[src/rtl/keypad_entry_if.sv]
// Keypad entry bus: raw keys and entry controls in, debounced key and BCD entry out.
// master drives the keypad side; slave is the keypad_entry block.
interface keypad_entry_if #(
  parameter int unsigned NUM_DIGITS = 6
) ();

  logic [9:0]              keypad;
  logic                    load_en;
  logic                    clr;
  logic                    key_valid;
  logic [3:0]              key_code;
  logic [4*NUM_DIGITS-1:0] entry_bcd;
  logic [3:0]              digit_cnt;
  logic                    entry_done;

  modport master (
    output keypad,
    output load_en,
    output clr,
    input  key_valid,
    input  key_code,
    input  entry_bcd,
    input  digit_cnt,
    input  entry_done
  );

  modport slave (
    input  keypad,
    input  load_en,
    input  clr,
    output key_valid,
    output key_code,
    output entry_bcd,
    output digit_cnt,
    output entry_done
  );

endinterface

[src/rtl/keypad_entry.sv]
// Keypad entry: debounces a one-hot 10-key keypad, emits one key_valid pulse per
// accepted press and shifts accepted digits into a NUM_DIGITS-digit BCD entry.
// Optional feature: define KEYPAD_AUTOREPEAT_EN to build the hold counter that
// re-issues key_valid while a key stays held.
module keypad_entry #(
  parameter int unsigned DEBOUNCE_CYCLES = 20,
  parameter int unsigned NUM_DIGITS      = 6,
  parameter int unsigned REPEAT_DELAY    = 500,
  parameter int unsigned REPEAT_PERIOD   = 200
) (
  input logic           clk,
  input logic           rst,
  keypad_entry_if.slave bus
);

  localparam int unsigned EntryW = 4 * NUM_DIGITS;
  localparam int unsigned CntW   = $clog2(DEBOUNCE_CYCLES + 1);

  typedef enum logic [1:0] {StIdle, StDebounce, StPressed, StRelease} state_e;

  state_e            state_q;
  logic [CntW-1:0]   cnt_q;
  logic [CntW-1:0]   cnt_inc;
  logic [9:0]        pat_q;
  logic [3:0]        pat_idx;
  logic              key_one_hot;
  logic              key_valid_q;
  logic [3:0]        key_code_q;
  logic [EntryW-1:0] entry_q;
  logic [3:0]        digit_cnt_q;
  logic [3:0]        digit_cnt_inc;
  logic              entry_done_q;

`ifdef KEYPAD_AUTOREPEAT_EN
  localparam int unsigned HoldMax = (REPEAT_DELAY > REPEAT_PERIOD) ? REPEAT_DELAY : REPEAT_PERIOD;
  localparam int unsigned HoldW   = $clog2(HoldMax + 1);

  logic [HoldW-1:0] hold_q;
  logic [HoldW-1:0] hold_inc;
  logic [HoldW-1:0] hold_lim;
  logic             rep_q;

  assign hold_inc = hold_q + 1'b1;
  // First repeat waits the long delay; later repeats use the period.
  assign hold_lim = rep_q ? HoldW'(REPEAT_PERIOD) : HoldW'(REPEAT_DELAY);
`else
  logic unused_repeat_cfg;
  assign unused_repeat_cfg = ^{REPEAT_DELAY, REPEAT_PERIOD};
`endif

  assign key_one_hot   = ($countones(bus.keypad) == 1);
  assign cnt_inc       = cnt_q + 1'b1;
  assign digit_cnt_inc = digit_cnt_q + 4'd1;

  // Encode the latched one-hot pattern into its digit index.
  always_comb begin
    pat_idx = 4'd0;
    for (int i = 0; i < 10; i++) begin
      if (pat_q[i]) pat_idx = 4'(i);
    end
  end

  // Debounce FSM with registered key_valid/key_code.
  always_ff @(posedge clk) begin
    if (rst) begin
      state_q     <= StIdle;
      cnt_q       <= '0;
      pat_q       <= '0;
      key_valid_q <= 1'b0;
      key_code_q  <= 4'd0;
`ifdef KEYPAD_AUTOREPEAT_EN
      hold_q      <= '0;
      rep_q       <= 1'b0;
`endif
    end else begin
      key_valid_q <= 1'b0;
      unique case (state_q)
        StIdle: begin
          if (key_one_hot) begin
            state_q <= StDebounce;
            pat_q   <= bus.keypad;
            cnt_q   <= CntW'(1);
          end
        end
        StDebounce: begin
          if (bus.keypad == pat_q) begin
            if (cnt_inc == CntW'(DEBOUNCE_CYCLES)) begin
              state_q     <= StPressed;
              key_valid_q <= 1'b1;
              key_code_q  <= pat_idx;
`ifdef KEYPAD_AUTOREPEAT_EN
              hold_q      <= '0;
              rep_q       <= 1'b0;
`endif
            end else begin
              cnt_q <= cnt_inc;
            end
          end else begin
            state_q <= StIdle;
          end
        end
        StPressed: begin
          // The first zero sample already counts towards the release debounce.
          if (bus.keypad == 10'd0) begin
            state_q <= StRelease;
            cnt_q   <= CntW'(1);
          end
`ifdef KEYPAD_AUTOREPEAT_EN
          if (bus.keypad == pat_q) begin
            if (hold_inc == hold_lim) begin
              key_valid_q <= 1'b1;
              key_code_q  <= pat_idx;
              hold_q      <= '0;
              rep_q       <= 1'b1;
            end else begin
              hold_q <= hold_inc;
            end
          end else begin
            hold_q <= '0;
            rep_q  <= 1'b0;
          end
`endif
        end
        StRelease: begin
          if (bus.keypad == 10'd0) begin
            if (cnt_inc == CntW'(DEBOUNCE_CYCLES)) begin
              state_q <= StIdle;
            end else begin
              cnt_q <= cnt_inc;
            end
          end else begin
            // Release bounce: back to held, no new pulse.
            state_q <= StPressed;
`ifdef KEYPAD_AUTOREPEAT_EN
            hold_q  <= '0;
            rep_q   <= 1'b0;
`endif
          end
        end
        default: state_q <= StIdle;
      endcase
    end
  end

  // Entry register: updated on the edge after key_valid; clr always wins.
  always_ff @(posedge clk) begin
    if (rst) begin
      entry_q      <= '0;
      digit_cnt_q  <= 4'd0;
      entry_done_q <= 1'b0;
    end else begin
      entry_done_q <= 1'b0;
      if (bus.clr) begin
        entry_q     <= '0;
        digit_cnt_q <= 4'd0;
      end else if (key_valid_q && bus.load_en && (digit_cnt_q < 4'(NUM_DIGITS))) begin
        // Truncating cast drops the oldest digit position (empty while not full).
        entry_q     <= EntryW'({entry_q, key_code_q});
        digit_cnt_q <= digit_cnt_inc;
        if (digit_cnt_inc == 4'(NUM_DIGITS)) entry_done_q <= 1'b1;
      end
    end
  end

  assign bus.key_valid  = key_valid_q;
  assign bus.key_code   = key_code_q;
  assign bus.entry_bcd  = entry_q;
  assign bus.digit_cnt  = digit_cnt_q;
  assign bus.entry_done = entry_done_q;

endmodule

[src/flat_wrapper.sv]
// flat-port wrapper written by rule: the top's interface ports become plain ports
module keypad_entry_flat 
#(
  parameter int unsigned DEBOUNCE_CYCLES = 20,
  parameter int unsigned NUM_DIGITS      = 6,
  parameter int unsigned REPEAT_DELAY    = 500,
  parameter int unsigned REPEAT_PERIOD   = 200
)
  (clk, rst, bus_keypad, bus_load_en, bus_clr, bus_key_valid, bus_key_code, bus_entry_bcd, bus_digit_cnt, bus_entry_done);
  keypad_entry_if #(.NUM_DIGITS(NUM_DIGITS)) bus_i ();
  input logic clk;
  input logic rst;
  input wire logic [$bits(bus_i.keypad)-1:0] bus_keypad;
  input wire logic [$bits(bus_i.load_en)-1:0] bus_load_en;
  input wire logic [$bits(bus_i.clr)-1:0] bus_clr;
  output wire logic [$bits(bus_i.key_valid)-1:0] bus_key_valid;
  output wire logic [$bits(bus_i.key_code)-1:0] bus_key_code;
  output wire logic [$bits(bus_i.entry_bcd)-1:0] bus_entry_bcd;
  output wire logic [$bits(bus_i.digit_cnt)-1:0] bus_digit_cnt;
  output wire logic [$bits(bus_i.entry_done)-1:0] bus_entry_done;
  assign bus_i.keypad = bus_keypad;
  assign bus_i.load_en = bus_load_en;
  assign bus_i.clr = bus_clr;
  assign bus_key_valid = bus_i.key_valid;
  assign bus_key_code = bus_i.key_code;
  assign bus_entry_bcd = bus_i.entry_bcd;
  assign bus_digit_cnt = bus_i.digit_cnt;
  assign bus_entry_done = bus_i.entry_done;
  keypad_entry #(.DEBOUNCE_CYCLES(DEBOUNCE_CYCLES), .NUM_DIGITS(NUM_DIGITS), .REPEAT_DELAY(REPEAT_DELAY), .REPEAT_PERIOD(REPEAT_PERIOD)) u_core (.clk(clk), .rst(rst), .bus(bus_i));
endmodule
[config.mk]
export PLATFORM = sky130hd
export DESIGN_NAME = keypad_entry_flat
export DESIGN_NICKNAME = d
export VERILOG_FILES = /design/src/rtl/keypad_entry_if.sv /design/src/rtl/keypad_entry.sv /design/src/flat_wrapper.sv
export SDC_FILE = /design/constraint.sdc
export NUM_CORES = 1
export LEC_CHECK = 0
export CAP_MARGIN = 25
export CORE_ASPECT_RATIO = 1.75
export CORE_MARGIN = 8
export CORE_UTILIZATION = 58
export CTS_BUF_LIST = sky130_fd_sc_hd__clkbuf_4 sky130_fd_sc_hd__clkbuf_8
export CTS_CLUSTER_DIAMETER = 50
export DETAILED_ROUTE_END_ITERATION = 6
export GPL_TIMING_DRIVEN = 1
export PLACE_DENSITY = 0.91
export SETUP_SLACK_MARGIN = 0.02
export SYNTH_ARGS = -nofsm -noshare
export SYNTH_HDL_FRONTEND = slang
export SYNTH_SLANG_ARGS = --single-unit
[constraint.sdc]
create_clock -name clk -period 7.85 [get_ports clk]
set_input_delay 1.57 -clock clk [delete_from_list [all_inputs] [get_ports clk]]
set_output_delay 1.57 -clock clk [all_outputs]
set_load 0.005 [all_outputs]
==> results.sh, run 1 <==
export IMPL_critical_path_arrival_ps=5720
export IMPL_fmaxAchievable_ghz=0.180
export IMPL_first_global_vias=2210
export IMPL_synth_net_count=335
export IMPL_detail_route_wl_per_cell_um=14.3
export IMPL_place_gp_congestion=0.890
export IMPL_postCtsSetupRepairBufs=0
export IMPL_num_fill_cells=316
export IMPL_clock_root_buffer="clkbuf_8"
export IMPL_clock_tree_htree_level_count=2
export IMPL_tritonroute_pass_1_iters=4
export IMPL_worstHoldPathType="reg2reg"
export IMPL_ctsLongestPathBuffers=2
export IMPL_yosysWarnings=0
export IMPL_grt_antenna_before_repair=0
export IMPL_leading_cell_type_in_the_layout_fill_and_taps_excluded="nand2_1"
export IMPL_grt_util_all_layers_pct=17.2
export IMPL_fin_skew_ps=3.59
export IMPL_fraction_of_final_layout_cells_sized_beyond_drive_strength_1_pct=5.23
export IMPL_routed_wirelength_um=5670
export IMPL_pwr_density_cell_nw_per_um2=195
export IMPL_min_period_ps=5560
export IMPL_post_synthesis_cells=300
export IMPL_seq_area_um2=1020
export IMPL_antenna_cells=0
export IMPL_layout_cells_most_common_list="nand2_1, dfxtp_1, clkdlybuf4s50_1"
export IMPL_drtAntennaViolNets=0
export IMPL_syn_area_per_cell_um2=8.56
export IMPL_power_leakage_nw=1.16
export IMPL_final_setup_tns_ps=0
export IMPL_required_ps=8010
export IMPL_critPathCaptureType="flop"
export IMPL_critical_path_peak_fanout=10
export IMPL_tritoncts_buffer_count=5
export IMPL_setup_viol=0
export IMPL_core_area_um2=4320
export IMPL_clock_sinks=51
export IMPL_grt_remaining_overflow=0
export IMPL_peakVddDrop_mv=0.188
export IMPL_die_height_um=104
export IMPL_drtIter0Drc=107
export IMPL_detail_route_drc_violations=0
export IMPL_setup_worst_path_start_class="primary input"
export IMPL_worstSkewPairLatency_ps=290
export IMPL_cts_clk_slew_worst_paths_ps=90
export IMPL_post_synth_num_cell_types=50
export IMPL_crit_type="in2reg"
export IMPL_io_pins=48
export IMPL_ys_async_sr_fraction_pct=0
export IMPL_finish_instance_area_um2=3160
export IMPL_max_cap_violations=0
export IMPL_final_net_count=378
export IMPL_syn_area_um2=2570
export IMPL_holdBufCountCts=0
export IMPL_wire_length_of_the_first_global_routing_pass_um=9780
export IMPL_synth_yosys_seq_area_share_pct=39.7
export IMPL_outcome="complete, no violations"
export IMPL_rsz0062_at_grt="false"
export IMPL_number_of_register_bits_inferred_by_synthesis=51
export IMPL_utilization_pct=73.0
export IMPL_report_final_slew_viol_count=0
export IMPL_top_cells_by_area_synth="dfxtp_1, nand2_1, ha_1"
export IMPL_clock_tree_from_tritoncts="built"
export IMPL_synth_ff_type="dfxtp_1"
export IMPL_max_slew_margin_pct=35.4
export IMPL_post_synth_top_area_fraction_pct=39.7
export IMPL_area_growth_syn_to_layout_pct=22.8
export IMPL_fp_dieW_um=66.3
export IMPL_buffer_ports_inserted=47
export IMPL_largest_net_degree_at_the_start_of_global_routing=30
export IMPL_p_total_mw=0.614
export IMPL_vias_per_cell=5.55
export IMPL_initial_core_util_pct=59.4
export IMPL_die_area_um2=6900
export IMPL_rows=32
export IMPL_via_count=2193
export IMPL_synthDominantAreaCellType="dfxtp_1"
export IMPL_detailedPlacementHpwl_um=4340
export IMPL_timing_final_crit_share_pct=70.8
export IMPL_ctsResizeCount=0
export IMPL_multi_input_comb_area_um2=1390
export IMPL_worst_slew_pin_transition_ps=967
export IMPL_detailed_place_area_um2=3060
export IMPL_edff_count_synth=0
export IMPL_hold_violations_final=0
[flip-flops by register name (all words and copies together) (netlist names)]
| name | cells |
|---|---|
| u_core.bus.digit_cnt | 4 |
| u_core.bus.entry_bcd | 24 |
| u_core.bus.entry_done | 1 |
| u_core.bus.key_code | 4 |
| u_core.bus.key_valid | 1 |
| u_core.cnt_q | 5 |
| u_core.pat_q | 10 |
| u_core.state_q | 2 |
[where the power goes]
group / internal [mW] / total (mW) / switching [mW]
registers: 0.274 / 0.290 / 0.0168
logic: 0.0745 / 0.164 / 0.0897
clock network: 0.0758 / 0.160 / 0.0837
[worst max-delay path, stage by stage]
cell and delay, ps:
clkdlybuf4s50_1 540, inv_1 60, ha_1 280, inv_1 60, fa_1 560, fa_1 450, fa_1 450, fa_1 500
nand2b_1 60, nor4_2 340, and2_1 540, mux2i_1 260, nor2_1 50
[cell families after synthesis]
logic type                 synth area share [%]
and+or+nand+nor                            21.1
AOI/OAI and AO/OA                          13.2
DFF                                        39.7
buffers and inverters                      6.33
adders and majority gates                  12.0
xor gates and xnor gates                   4.43
muxes                                      3.12
[metal layers]
metal	global-route usage (%)	part of all wire, %
met1	17.4	37
met2	31.9	56
met3	3.45	5.5
met4	7.22	2.3
met5	0	0
[synth_stat cells, types with 3 or more instances]
cell      count
clkbuf_1      7
nor2b_1       3
nor2_1       17
dfxtp_1      51
nand4_1       4
xnor2_1      12
a21oi_1      37
nand2_1      56
inv_1        31
ha_1         15
nand3_1       7
mux2i_1       8
fa_1          6
nand2b_1      4
[per-stage QoR]
stage / std cells / setup WS (ps) / hold WS [ps]
floorplan: 300 / 3040 / 451
global placement: 387 / 2120 / 441
detailed placement: 387 / 1980 / 446
CTS: 395 / 2290 / 459
global route: 395 / 2050 / 481
finish: 395 / 2290 / 456
[final timing paths]
| kind | start | to | slack (ps) | depth (start not counted) |
|---|---|---|---|---|
| min reg2reg | u_core.bus.entry_bcd[21] | u_core.bus.entry_bcd[21] | 460 | 2 |
| min | u_core.bus.entry_bcd[21] | u_core.bus.entry_bcd[21] | 460 | 2 |
| max | bus_keypad[1] | u_core.pat_q[9] | 2290 | 13 |
| max reg2reg | u_core.bus.digit_cnt[1] | u_core.bus.entry_done | 5980 | 3 |
[area by class of cell]
class / count / area share (%)
multi-input cells: 207 / 43.9
flip-flops and latches: 51 / 32.4
repair buffers: 47 / 14.9
inverters: 31 / 3.69
clock buffers: 7 / 2.85
well taps: 51 / 2.02
clock inverters: 1 / 0.278
Note: power is estimated with default switching activity, not from simulation.
==> inputs of run 2 (changes only) <==
--- a/config.mk
+++ b/config.mk
@@ -8,12 +8,12 @@
 export CAP_MARGIN = 25
 export CORE_ASPECT_RATIO = 1.75
 export CORE_MARGIN = 8
-export CORE_UTILIZATION = 58
+export CORE_UTILIZATION = 54
 export CTS_BUF_LIST = sky130_fd_sc_hd__clkbuf_4 sky130_fd_sc_hd__clkbuf_8
 export CTS_CLUSTER_DIAMETER = 50
 export DETAILED_ROUTE_END_ITERATION = 6
 export GPL_TIMING_DRIVEN = 1
-export PLACE_DENSITY = 0.91
+export PLACE_DENSITY = 0.86
 export SETUP_SLACK_MARGIN = 0.02
 export SYNTH_ARGS = -nofsm -noshare
 export SYNTH_HDL_FRONTEND = slang
==> constraint.sdc (replaced) <==
create_clock -name clk -period 5.47 [get_ports clk]
set_input_delay 1.094 -clock clk [delete_from_list [all_inputs] [get_ports clk]]
set_output_delay 1.094 -clock clk [all_outputs]
set_load 0.005 [all_outputs]
==> run 2 against run 1 <==
  * Clock-buffer cell count decreased by 2
  * Combinational power up 57%
  * Hold slack gained 6.5 ps
  * Critical path depth unchanged
  * Routed wire length grew 8.1%
  * Sequential cell count unchanged
  * Highest routed layer unchanged
  * Register-to-register slack worse by 2400 ps
  * Total power is 53% higher
==> results.sh, run 2 (synthesis gave the netlist of run 1 again) <==
export IMPL_max_slew_margin_pct=35.6
export IMPL_via_count=2195
export IMPL_tritonroute_pass_1_iters=7
export IMPL_first_global_vias=2319
export IMPL_pwr_density_cell_nw_per_um2=295
export IMPL_die_height_um=107
export IMPL_clock_tree_htree_level_count=2
export IMPL_required_ps=5660
export IMPL_crit_chain="clkdlybuf4s50_1 > inv_1 > ha_1 > inv_1 > fa_1 > fa_1 > fa_1 > fa_1 > nor2b_1 > a31o_1 > a22oi_2 > a21oi_1 > o32ai_1"
export IMPL_setup_viol=0
export IMPL_buffer_ports_inserted=47
export IMPL_clock_sinks=51
export IMPL_critical_path_reg2reg_endpoint="u_core.cnt_q[2]"
export IMPL_holdBufCountCts=0
export IMPL_clock_root_buffer="clkbuf_8"
export IMPL_critical_path_n_buffers_inverters=3
export IMPL_fraction_of_final_layout_cells_sized_beyond_drive_strength_1_pct=5.78
export IMPL_hold_path_endpoint="u_core.bus.entry_bcd[21]"
export IMPL_area_growth_syn_to_layout_pct=24.0
export IMPL_crit_type="in2reg"
export IMPL_leading_cell_type_in_the_layout_fill_and_taps_excluded="nand2_1"
export IMPL_worst_path_largest_cell_delay_ps=600
export IMPL_p_total_mw=0.938
export IMPL_worst_slew_pin_transition_ps=962
export IMPL_layout_cells_most_common_list="nand2_1, dfxtp_1, clkdlybuf4s50_1"
export IMPL_utilization_pct=68.9
export IMPL_fin_skew_ps=4.74
export IMPL_worstHoldPathCells=2
export IMPL_rsz0062_at_grt="false"
export IMPL_worstHoldPathType="reg2reg"
export IMPL_report_final_slew_viol_count=0
export IMPL_min_period_ps=4910
export IMPL_clock_tree_from_tritoncts="built"
export IMPL_cts_clk_slew_worst_paths_ps=90
export IMPL_grt_util_all_layers_pct=17.8
export IMPL_detailedPlacementHpwl_um=4760
export IMPL_timing_final_crit_share_pct=89.7
export IMPL_tritoncts_buffer_count=5
export IMPL_io_pins=48
export IMPL_routed_wirelength_um=6130
export IMPL_setup_worst_path_start_class="primary input"
export IMPL_initial_core_util_pct=55.5
export IMPL_antenna_cells=0
export IMPL_place_gp_congestion=0.924
export IMPL_ff2ff_setup_slack_ps=3610
export IMPL_ctsResizeCount=0
export IMPL_grt_antenna_before_repair=0
export IMPL_max_cap_violations=0
export IMPL_critical_path_peak_fanout=7
export IMPL_fmaxAchievable_ghz=0.204
export IMPL_rows=33
export IMPL_largest_register_ff_count=24
export IMPL_hold_violations_final=0
export IMPL_final_setup_tns_ps=0
export IMPL_critPathCaptureType="flop"
export IMPL_detail_route_wl_per_cell_um=15.4
export IMPL_fp_dieW_um=68.1
export IMPL_peakVddDrop_mv=0.221
export IMPL_drtIter0Drc=143
export IMPL_wire_length_of_the_first_global_routing_pass_um=10300
export IMPL_drtAntennaViolNets=0
export IMPL_worst_hold_startpoint="u_core.bus.entry_bcd[21]"
export IMPL_worst_r2r_startpoint="u_core.cnt_q[0]"
export IMPL_detail_route_drc_violations=0
export IMPL_crit_family="adder cells"
export IMPL_largest_net_degree_at_the_start_of_global_routing=30
export IMPL_max_stage_delay_cell_worst_path="fa_1"
export IMPL_vias_per_cell=5.52
export IMPL_worstSkewPairLatency_ps=300
export IMPL_crit_path_frequent_cell="fa_1"
export IMPL_postCtsSetupRepairBufs=0
export IMPL_ctsLongestPathBuffers=2
export IMPL_outcome="complete, no violations"
export IMPL_ff2ff_path_depth=6
export IMPL_die_area_um2=7310
export IMPL_power_leakage_nw=1.18
export IMPL_core_area_um2=4620
export IMPL_final_net_count=380
export IMPL_critical_path_arrival_ps=5100
export IMPL_grt_remaining_overflow=0
==> run 2: how the worst max path moves through the flow <==
stage	from	end	slack [ps]	depth (start not counted)
after global routing	bus_keypad[1]	u_core.cnt_q[2]	410	13
after global placement	bus_keypad[1]	u_core.pat_q[2]	500	14
final	bus_keypad[1]	u_core.cnt_q[2]	560	13
after detailed placement	bus_keypad[1]	u_core.cnt_q[2]	280	13
after CTS	bus_keypad[1]	u_core.cnt_q[2]	590	13
after floorplan	bus_keypad[0]	u_core.pat_q[0]	1140	13
==> run 2: area by class of cell <==
class                      instances  area (um^2)
fill                             384         1440
clock buffer                       5         68.8
tap                               52         65.1
clock inverter                     3         43.8
sequential                        51         1020
timing repair buffer              49          485
multi-input combinational        207         1390
inverter                          31          116
==> run 2: metrics by stage <==
stage	std cells	hold slack [ps]	area, um^2	worst slack, ps
3_5_place_dp	390	446	3070	278
5_1_grt	398	491	3190	405
4_1_cts	398	460	3190	587
2_1_floorplan	300	451	2570	1140
6_report	398	462	3190	564
3_3_place_gp	390	441	3070	496
==> run 2: worst reg2reg max path, stage by stage, from the launching register on <==
cell	delay, ps
dfxtp_1	380
ha_1	230
and4bb_4	310
nand2_1	100
a22oi_2	300
a21oi_1	140
o32ai_1	280
==> run 2: routing by layer <==
layer  vias to the layer above  global-route usage (%)  wire length (um)
li1                       1079                       -                 -
met1                      1031                    17.2              2160
met2                        70                    34.1              3390
met3                        15                    3.24               375
met4                         0                    7.51               202
met5                         -                       0                 0
==> run 2: where the power goes <==
group	switching, mW	internal (mW)	leakage [nW]
Combinational	0.138	0.119	0.710
Sequential	0.0261	0.393	0.411
Clock	0.126	0.136	0.0581
